[config.mk]
export PLATFORM = sky130hd
export DESIGN_NAME = acc_cpu_hs
export DESIGN_NICKNAME = d
export VERILOG_FILES = /design/src/rtl/acc_cpu_hs.sv
export SDC_FILE = /design/constraint.sdc
export NUM_CORES = 1
export LEC_CHECK = 0
export ABC_AREA = 1
export CORE_MARGIN = 5
export CORE_UTILIZATION = 45
export DETAILED_ROUTE_END_ITERATION = 10
export GPL_ROUTABILITY_DRIVEN = 0
export PLACE_DENSITY_LB_ADDON = 0.25
export SYNTH_ARGS = -nofsm -noshare
export SYNTH_HDL_FRONTEND = slang
export SYNTH_SLANG_ARGS = --single-unit
[constraint.sdc]
create_clock -name clk -period 3.25 [get_ports clk]
set_clock_uncertainty 0.2 [all_clocks]
set_input_delay 0.4875 -clock clk [delete_from_list [all_inputs] [get_ports clk]]
set_output_delay 0.4875 -clock clk [all_outputs]
set_load 0.02 [all_outputs]
[src/rtl/acc_cpu_hs.sv]
// Single-accumulator CPU with a req/ack memory port, one-level indirect addressing
// through a pointer word, sticky self-jump halt detection and a retire strobe.
module acc_cpu_hs #(
   parameter int DW       = 16,
   parameter int AW       = 13,
   parameter int PTR_ADDR = 2
) (
   input  logic          clk,
   input  logic          rst,
   output logic          mem_req,
   output logic          mem_we,
   output logic [AW-1:0] mem_addr,
   output logic [DW-1:0] mem_wdata,
   input  logic [DW-1:0] mem_rdata,
   input  logic          mem_ack,
   output logic [AW-1:0] PC,
   output logic [DW-1:0] W,
   output logic          halted,
   output logic          instr_done
);

   localparam int SW = $clog2(DW);

   localparam logic [2:0] OP_ADD  = 3'b000;
   localparam logic [2:0] OP_NOR  = 3'b001;
   localparam logic [2:0] OP_SHR  = 3'b010;
   localparam logic [2:0] OP_GT   = 3'b011;
   localparam logic [2:0] OP_SZ   = 3'b100;
   localparam logic [2:0] OP_CP2W = 3'b101;
   localparam logic [2:0] OP_CPFW = 3'b110;
   localparam logic [2:0] OP_JMP  = 3'b111;

   typedef enum logic [1:0] {S_FETCH, S_INDIR, S_EXEC, S_HALT} state_t;

   state_t        state_reg;
   logic [AW-1:0] pc_reg;
   logic [AW-1:0] ea_reg;
   logic [DW-1:0] w_reg;
   logic [DW-1:0] ir_reg;
   logic          halted_reg;

   logic [2:0]    op;
   logic [AW-1:0] pc_inc;
   logic [DW-1:0] w_next;
   logic [AW-1:0] pc_next;
   logic          halt_hit;
   logic [DW-1:0] sh_res;
   logic [SW-1:0] sh_k;
   logic [1:0]    sh_sel;
   logic [2*DW-1:0] w_dbl;
   logic          unused_ir;

   assign op        = ir_reg[DW-1:DW-3];
   assign unused_ir = ^ir_reg[DW-4:0];
   assign pc_inc    = pc_reg + AW'(1);

   assign PC        = pc_reg;
   assign W         = w_reg;
   assign halted    = halted_reg;
   assign mem_wdata = w_reg;

   // Memory port is a pure decode of the state; reset forces it idle in the same cycle.
   always_comb begin
      mem_req  = 1'b0;
      mem_we   = 1'b0;
      mem_addr = pc_reg;
      case (state_reg)
         S_FETCH: begin
            mem_req  = 1'b1;
            mem_addr = pc_reg;
         end
         S_INDIR: begin
            mem_req  = 1'b1;
            mem_addr = AW'(PTR_ADDR);
         end
         S_EXEC: begin
            mem_req  = 1'b1;
            mem_addr = ea_reg;
            mem_we   = (op == OP_CPFW);
         end
         default: begin
            mem_req  = 1'b0;
         end
      endcase
      if (rst) begin
         mem_req = 1'b0;
         mem_we  = 1'b0;
      end
   end

   assign instr_done = (state_reg == S_EXEC) && mem_ack && !rst;

   // Every shift/rotate amount is built in parallel; the operand's low bits pick one.
   logic [DW-1:0] shr_arr  [DW];
   logic [DW-1:0] shl_arr  [DW];
   logic [DW-1:0] rotr_arr [DW];
   logic [DW-1:0] rotl_arr [DW];

   assign w_dbl = {w_reg, w_reg};

   genvar gi;
   generate
      for (gi = 0; gi < DW; gi++) begin : g_shift
         assign shr_arr[gi]  = w_reg >> gi;
         assign shl_arr[gi]  = w_reg << gi;
         assign rotr_arr[gi] = w_dbl[gi +: DW];
         assign rotl_arr[gi] = w_dbl[DW-gi +: DW];
      end
   endgenerate

   assign sh_k   = mem_rdata[SW-1:0];
   assign sh_sel = mem_rdata[SW+1:SW];

   always_comb begin
      case (sh_sel)
         2'd0:    sh_res = shr_arr[sh_k];
         2'd1:    sh_res = shl_arr[sh_k];
         2'd2:    sh_res = rotr_arr[sh_k];
         default: sh_res = rotl_arr[sh_k];
      endcase
   end

   always_comb begin
      w_next   = w_reg;
      pc_next  = pc_inc;
      halt_hit = 1'b0;
      case (op)
         OP_ADD:  w_next = w_reg + mem_rdata;
         OP_NOR:  w_next = ~(w_reg | mem_rdata);
         OP_SHR:  w_next = sh_res;
         OP_GT:   w_next = (w_reg > mem_rdata) ? DW'(1) : '0;
         OP_SZ: begin
            if (mem_rdata == '0)
               pc_next = pc_reg + AW'(2);
         end
         OP_CP2W: w_next = mem_rdata;
         OP_CPFW: w_next = w_reg;
         default: begin
            pc_next  = mem_rdata[AW-1:0];
            halt_hit = (mem_rdata[AW-1:0] == pc_reg);
         end
      endcase
   end

   always_ff @(posedge clk) begin
      if (rst) begin
         state_reg  <= S_FETCH;
         pc_reg     <= '0;
         w_reg      <= '0;
         ir_reg     <= '0;
         ea_reg     <= '0;
         halted_reg <= 1'b0;
      end else begin
         case (state_reg)
            S_FETCH: begin
               if (mem_ack) begin
                  ir_reg    <= mem_rdata;
                  ea_reg    <= mem_rdata[AW-1:0];
                  state_reg <= (mem_rdata[AW-1:0] == '0) ? S_INDIR : S_EXEC;
               end
            end
            S_INDIR: begin
               // Single level: the pointer word is used as-is, even when it is zero.
               if (mem_ack) begin
                  ea_reg    <= mem_rdata[AW-1:0];
                  state_reg <= S_EXEC;
               end
            end
            S_EXEC: begin
               if (mem_ack) begin
                  w_reg  <= w_next;
                  pc_reg <= pc_next;
                  if (halt_hit) begin
                     halted_reg <= 1'b1;
                     state_reg  <= S_HALT;
                  end else begin
                     state_reg  <= S_FETCH;
                  end
               end
            end
            default: begin
               state_reg <= S_HALT;
            end
         endcase
      end
   end

endmodule

==> impl_results.md, run 1 <==
* Remaining global-route overflow at 0
* Number of max-slew violations in the final report at 0
* Endpoints failing setup at 0
* Register-to-Register Setup Slack at 680 ps
* Synth Instances at 1149
* Proportion of netlist area held by the largest area contributor at 15.9%
* Required arrival time at the worst endpoint at 2560 ps
* Root buffer cell: sky130_fd_sc_hd__clkbuf_16
* Post-place instance area at 7680 µm²
* Min Hold Slack at 266 ps
* Via Count at 8208
* Post-synthesis cell type count at 43
* Worst setup path end: mem_addr[9]
* Half-perimeter wire length after placement at 19.0 mm
* Fin area at 7870 µm²
* Kind of path behind the tightest hold check: reg2reg
* Clock insertion delay at the later pin of the skew report at 300 ps
* Clock transition at path regs at 70 ps
* Count of hold-fix buffers inserted at cts at 0
* Hold Fails Final Rpt at 0
* Startpoint class of the critical path: flip-flop
* Ys async rst share at 0%
* Flip-flop count of the largest register after layout at 16
* Number of port buffers at 80
* Cells along the critical path: inv_1, ha_2, nand3_1, o21ai_0, clkdlybuf4s50_1
* Endpoint kind of the worst setup timing path: output pin
* Compound-cell area share of the yosys netlist at 18.8%
* Antenna-violating nets left at 0
* Total Wirelength at 25.2 mm
* Clock tree from TritonCTS: done
* Largest family of logic cells by synthesized area: simple AND/OR/NAND/NOR gates
* Worst hold stages at 2
* Detailed-route vias per instance at 5.89
* Top achievable clock speed at 0.339 GHz
* Number of warning messages in the yosys log at 0
* Simple-gate share of the synthesized area at 41.4%
* Crit path kind: reg2out
* Peak supply drop at 222 µV
* Area of the multi-input gates at 4930 µm²
* Arrival time at the worst endpoint at 2260 ps
* Antenna violations before repair at 0
* FF+latch count, synth at 48
* Setup repair after global routing missed its margin: false
* Largest fanout on the critical path at 25
* Share of the clock period used by the worst path after layout at 90.7%
* Launch point of the worst reg-to-reg path: W[0]
* Max clock buf depth at 2
* Maximum single-stage delay on the critical path at 670 ps
* Wire length of the first global-routing pass at 40.0 mm
* Crit path time final at 2950 ps
* Synthesized net count at 1223
* Level count of the clock H-tree at 2
* Cell row count at 44
* Total number of nets in the final design at 1282
* Synth Flop Type: sky130_fd_sc_hd__dfxtp_1
* Starting DRT DRC Count at 1014
* Count of boundary I/O pins at 81
* Die Ht at 132 µm
* Multiplexer fraction of the synthesized cell area at 0.149%
* Drt wl/cell at 18.1 µm
* Total power density per cell area at 374 nW/µm²
* Total Negative Setup Slacks at 0 ps
* ANT cells at 0
* Post-Syn Area at 6710 µm²
* Xor and xnor fraction of the mapped netlist area at 2.74%
* Worst setup path start: state_reg[0]
* Area of all sequential standard cells at 961 µm²
* DRC viols at 0
* Largest net degree at the start of global routing at 41
* Reg-to-Reg End: W[14]
* Max-cap violations at 0
* Synthesis-to-layout area growth at 17.2%
* Proportion of layout cells with a drive suffix above 1 at 7.20%
* Status: finished, final reports clean
* Overall die width at 132 µm
* Global router's overall resource usage at 27.4%
* Mapped Avg Cell Area at 5.84 µm²
* Ranking of synthesized cells by area: sky130_fd_sc_hd__nand3_1 (16%), sky130_fd_sc_hd__nand2_1 (16%), sky130_fd_sc_hd__dfxtp_1 (14%)
* EDFF count, synth at 0
* Leading cell types in the layout, fill and taps excluded: sky130_fd_sc_hd__nand2_1 (280), sky130_fd_sc_hd__nand3_1 (213), sky130_fd_sc_hd__inv_1 (105)
* Count of clock tree sinks at 48
* Commonest non-fill, non-tap cell in the layout: sky130_fd_sc_hd__nand2_1
* Final core utilization at 53.9%
* Number of optimization iterations in the first detailed-route pass at 7
* Number of global-route vias before repair at 7610
* Setup repair bufs after CTS at 0
* Worst slew margin relative to its limit at 54.7%
* Total clock buffers created by CTS at 5
* Post-synthesis adder-cell area fraction at 10.4%
* Starting density of the core at 46.0%
* Part of the Yosys area used for sequential elements at 14.3%
* Slew @ Worst Pin at 678 ps
* Number of cells on the worst reg-to-reg path at 14
* Dominant cell type by area after synthesis: sky130_fd_sc_hd__nand3_1
* Leakage power at 0.00371 µW
* Total Die Area at 17500 µm²
* Worst path slowest cell: sky130_fd_sc_hd__clkdlybuf4s50_1
* Filler instances at 1539
* Core ar. at 14600 µm²
==> worst min-delay path by stage <==
stage                     startpoint    endpoint
final                         halted      halted
after global routing          halted      halted
after CTS                     halted      halted
after detailed placement      halted      halted
after global placement        halted      halted
after floorplan           ir_reg[13]  ir_reg[13]
==> worst max-delay path: cells and delay by family, from the launching register on <==
kind | cells | cell delay [ps]
flip-flops | 1 | 380
AND/OR/NAND/NOR | 1 | 120
AO/OA/AOI/OAI | 1 | 120
buffers and inverters | 2 | 750
adder cells (fa/ha/maj) | 1 | 580
==> metal layers <==
| layer | vias to the layer above | share of wire (%) | global-route usage, % |
|---|---|---|---|
| li1 | 3982 | - | - |
| met1 | 3685 | 41 | 36.9 |
| met2 | 445 | 44 | 43.1 |
| met3 | 96 | 9.9 | 4.58 |
| met4 | 0 | 4.6 | 11.9 |
| met5 | - | 0 | 0 |
==> stage by stage <==
step / setup slack, ps / power (µW) / std cells
after floorplan: 643 / 1780 / 1149
after global placement: 355 / 2260 / 1385
after detailed placement: 341 / 2270 / 1385
after CTS: 116 / 2910 / 1393
after global routing: 201 / 3110 / 1393
final: 301 / 2940 / 1393
==> synthesized netlist by cell type (4+ instances only) <==
library cell,n
sky130_fd_sc_hd__nand2_1,280
sky130_fd_sc_hd__nand3_1,213
sky130_fd_sc_hd__inv_1,105
sky130_fd_sc_hd__a21oi_1,98
sky130_fd_sc_hd__o21ai_0,85
sky130_fd_sc_hd__ha_1,54
sky130_fd_sc_hd__nor2_1,54
sky130_fd_sc_hd__dfxtp_1,48
sky130_fd_sc_hd__buf_4,24
sky130_fd_sc_hd__clkbuf_1,24
sky130_fd_sc_hd__xor2_1,21
sky130_fd_sc_hd__nand4_1,19
sky130_fd_sc_hd__buf_2,16
sky130_fd_sc_hd__a22oi_1,11
sky130_fd_sc_hd__a31oi_1,11
sky130_fd_sc_hd__inv_2,11
sky130_fd_sc_hd__nor2_2,6
sky130_fd_sc_hd__nor2_4,6
sky130_fd_sc_hd__o211ai_1,6
sky130_fd_sc_hd__nor3_1,5
sky130_fd_sc_hd__o21ai_1,5
sky130_fd_sc_hd__or2_2,5
sky130_fd_sc_hd__a21o_1,4
sky130_fd_sc_hd__a221oi_1,4
sky130_fd_sc_hd__nand2_2,4
sky130_fd_sc_hd__nand3b_1,4
==> power breakdown <==
group	switching, µW	total (µW)	leakage [µW]	internal, µW
sequential	135	795	0.000394	660
clock	257	643	0.0000871	387
combinational	956	1500	0.00323	546
==> cell families after synthesis <==
logic type | after synthesis
AND/OR/NAND/NOR | 608
adder cells (fa/ha/maj) | 55
flip-flops | 48
AO/OA/AOI/OAI | 231
multiplexers | 1
buffers and inverters | 185
XOR/XNOR | 21
==> final cells by class <==
| class | instances | area share, % |
|---|---|---|
| flip-flops and latches | 48 | 12.2 |
| clock buffers | 6 | 1.77 |
| clock inverters | 2 | 0.493 |
| multi-input cells | 916 | 62.7 |
| repair buffers | 120 | 14.3 |
| inverters | 117 | 5.58 |
| well taps | 184 | 2.93 |
==> timing repair <==
action	CTS	global route
resized for setup	0	1
setup endpoints to repair	0	6
endpoints found under the hold margin	0	0
No activity file was read; power rests on OpenSTA's default activity.
==> run 2: changes to the inputs <==
ABC_AREA = default   (was 1)
SKIP_LAST_GASP = 1   (was default)
==> impl_results.md, run 2 <==
* Clock insertion delay at the later pin of the skew report at 300 ps (about the same)
* Via Count at 8238 (+0.37%)
* Slew @ Worst Pin at 1000 ps (+322 ps)
* Filler instances at 1577 (+2.5%)
* Total clock buffers created by CTS at 5 (unchanged)
* Total Die Area at 19100 µm² (+9.4%)
* Number of port buffers at 80 (unchanged)
* Reg-to-Reg End: W[14]
* Antenna violations before repair at 0 (unchanged)
* Cell row count at 46 (+4.5%)
* Top cell family by delay on the critical path: simple AND/OR/NAND/NOR gates
* Maximum single-stage delay on the critical path at 600 ps (-70 ps)
* Endpoints failing setup at 0 (unchanged)
* Register-to-Register Setup Slack at 300 ps (-380 ps)
* Synthesis-to-layout area growth at 18.4%
* Core ar. at 16000 µm² (+9.7%)
* Startpoint class of the critical path: input pin
* Proportion of netlist area held by the largest area contributor at 13.0% (-2.9 points)
* Clock transition at path regs at 80 ps (about the same)
* Start point of the worst hold path: ea_reg[11]
* Crit path time final at 3080 ps (+128 ps)
* Max-cap violations at 0 (unchanged)
* Synth Instances at 957 (-17%)
* Detailed-route vias per instance at 6.66 (+13%)
* Status: finished, final reports clean
* Die Ht at 138 µm (+4.6%)
* Leading cell types in the layout, fill and taps excluded: sky130_fd_sc_hd__a21oi_1 (93), sky130_fd_sc_hd__buf_4 (80), sky130_fd_sc_hd__clkdlybuf4s50_1 (77)
* Required arrival time at the worst endpoint at 3270 ps (+710 ps)
* Total buffers and inverters traversed by the critical path at 2 (unchanged)
* Hold Fails Final Rpt at 0 (unchanged)
* Worst path slowest cell: sky130_fd_sc_hd__clkdlybuf4s50_1
* Number of global-route vias before repair at 7898 (+3.8%)
* Remaining global-route overflow at 0 (unchanged)
* Share of total power in sequential cells at 25.0% (-2.0 points)
* Arrival time at the worst endpoint at 3100 ps (+840 ps)
* Total number of nets in the final design at 1094 (-15%)
* Crit path kind: in2reg
* Worst setup path start: mem_rdata[6]
* Half-perimeter wire length after placement at 20.8 mm (+9.7%)
* Ys async rst share at 0% (unchanged)
* Placed cell count at 1229 (-11%)
* Top cell by count, worst path: sky130_fd_sc_hd__nor4_1
* Flip-flop count of the largest register after layout at 16 (unchanged)
* Worst hold endpoint: ea_reg[11]
* Global router's overall resource usage at 28.0% (+0.62 points)
* Total design power at 3310 µW (+13%)
* Ranking of synthesized cells by area: sky130_fd_sc_hd__dfxtp_1 (13%), sky130_fd_sc_hd__mux4_2 (12%), sky130_fd_sc_hd__ha_1 (9.1%)
* Worst slew margin relative to its limit at 33.2% (-22 points)
* Overall die width at 138 µm (+4.6%)
* Fraction of power consumed by the clock network at 21.4% (-0.5 points)
* Logic gate share of total power at 53.6% (+2.5 points)
* Launch point of the worst reg-to-reg path: ir_reg[14]
* Endpoint kind of the worst setup timing path: flip-flop
* Synth Flop Type: sky130_fd_sc_hd__dfxtp_1
* Antenna-violating nets left at 0 (unchanged)
* Count of boundary I/O pins at 81 (unchanged)
* Proportion of layout cells with a drive suffix above 1 at 15.4% (+8.2 points)
* DRC viols at 0 (unchanged)
* Largest fanout on the critical path at 5 (-80%)
* Total Wirelength at 28.2 mm (+12%)
* Leakage power at 0.00336 µW (-9.6%)
* ANT cells at 0 (unchanged)
* Post-Syn Area at 7390 µm² (+10%)
* Top achievable clock speed at 0.325 GHz (-4.1%)
* Drt wl/cell at 22.8 µm (+26%)
* EDFF count, synth at 0 (unchanged)
* Max clock buf depth at 2 (unchanged)
* Number of max-slew violations in the final report at 0 (unchanged)
* Wire length of the first global-routing pass at 43.9 mm (+9.8%)
* Synthesized net count at 1031 (-16%)
* Worst hold stages at 2 (unchanged)
* Total power density per cell area at 378 nW/µm² (+1.1%)
* Total Negative Setup Slacks at 0 ps (unchanged)
* Count of clock tree sinks at 48 (unchanged)
* Leading post-synthesis cells by instance count: sky130_fd_sc_hd__a21oi_1 (93), sky130_fd_sc_hd__nand2_1 (74), sky130_fd_sc_hd__nor2_1 (70)
* Setup repair bufs after CTS at 0 (unchanged)
* Largest net degree at the start of global routing at 43 (+4.9%)
* Starting DRT DRC Count at 1126 (+11%)
* Peak supply drop at 250 µV (+13%)
* Level count of the clock H-tree at 2 (unchanged)
* Number of standard cells in the final layout excluding fillers at 1237 (-11%)
* Share of the clock period used by the worst path after layout at 94.7% (+3.9 points)
* Kind of path behind the tightest hold check: reg2reg
* Number of optimization iterations in the first detailed-route pass at 7 (unchanged)
* Starting density of the core at 46.2% (+0.23 points)
* Internal power component at 1860 µW (+17%)
* Dominant cell type by area after synthesis: sky130_fd_sc_hd__dfxtp_1
* Setup repair after global routing missed its margin: false
* Cells along the critical path: clkdlybuf4s50_1, nor4_1, buf_4, nand4_2, nor4_1, o21ai_0, o31a_1, o32ai_2
* Sw Ratio at 43.7% (-2.1 points)
* Number of cells on the worst reg-to-reg path at 6 (-8)
* Part of the Yosys area used for sequential elements at 13.0% (-1.3 points)
* Clock tree from TritonCTS: done
* Mapped Avg Cell Area at 7.73 µm² (+32%)
* Post-synthesis cell type count at 82 (+91%)
* Psw at 1450 µW (+7.4%)
* Number of warning messages in the yosys log at 0 (unchanged)
* Commonest non-fill, non-tap cell in the layout: sky130_fd_sc_hd__a21oi_1
* FF+latch count, synth at 48 (unchanged)
* Most instantiated library cell after synthesis: sky130_fd_sc_hd__a21oi_1
* Root buffer cell: sky130_fd_sc_hd__clkbuf_16
run 2: final cells by class:
cell class                 instances  area [µm²]  share of cell area, %
timing repair buffer             164        1470                   16.7
clock buffer                       5         125                   1.43
sequential                        48         961                   11.0
tap                              216         270                   3.09
inverter                          55         206                   2.36
clock inverter                     3        68.8                  0.786
multi-input combinational        746        5660                   64.6
run 2: power by group through the flow:
stage               logic [µW]  registers [µW]  clock network, µW
floorplan                 1150             783                  0
global placement          1720             830                  0
detailed placement        1730             831                  0
CTS                       1740             817                717
global route              1900             834                742
finish                    1770             826                709
run 2: worst max-delay path by stage:
| stage | end | slack [ps] | cells after the start |
|---|---|---|---|
| after CTS | mem_addr[3] | 100 | 5 |
| after global routing | PC[12] | 50 | 8 |
| after global placement | PC[12] | -3 | 8 |
| after floorplan | W[12] | 270 | 11 |
| final | PC[12] | 170 | 8 |
| after detailed placement | PC[12] | -60 | 8 |
run 2: kinds of logic (layout without fill, tap and decap cells):
kind of cell,Yosys count,after routing,share of synthesized area (%)
compound gates,301,301,26.2
simple gates,283,283,19.0
buf+inv,163,227,10.5
mux,79,79,18.5
fa+ha+maj,55,55,9.41
flops,48,48,13.0
xor+xnor,28,28,3.32
run 2: worst register-to-register path: stages (launching register included):
cell	delay [ps]
sky130_fd_sc_hd__dfxtp_1	430
sky130_fd_sc_hd__nor2b_1	820
sky130_fd_sc_hd__nand2_1	500
sky130_fd_sc_hd__nor2_1	230
sky130_fd_sc_hd__o211ai_1	120
sky130_fd_sc_hd__o41ai_1	430
sky130_fd_sc_hd__nand3_1	110
run 2: per-layer routing:
layer	part of all wire (%)	wire (µm)	global-route usage (%)
met5	0	0	0
met4	5.6	1590	13.2
met2	44	12300	43.4
met3	11	3040	5.83
met1	40	11200	37.5
run 2: through the flow:
step           cell area, µm²  setup slack [ps]  hold WS [ps]  utilization [%]
3_3_place_gp             8560             -3.07           244             53.5
6_report                 8760               173           258             54.7
2_1_floorplan            7390               266           237                -
3_5_place_dp             8560             -57.0           247             53.5
4_1_cts                  8750              98.6           258             54.7
5_1_grt                  8760              54.4           280             54.7
run 2: timing repair:
item                       CTS  global route
gates resized for setup      0             1
hold buffers                 0             0
setup endpoints to repair    0            10
==> run 3: changes to the inputs <==
CAP_MARGIN = 10   (was default)
==> results of run 3 <==
Final layout, timing and power as in run 2 (identical DEF).
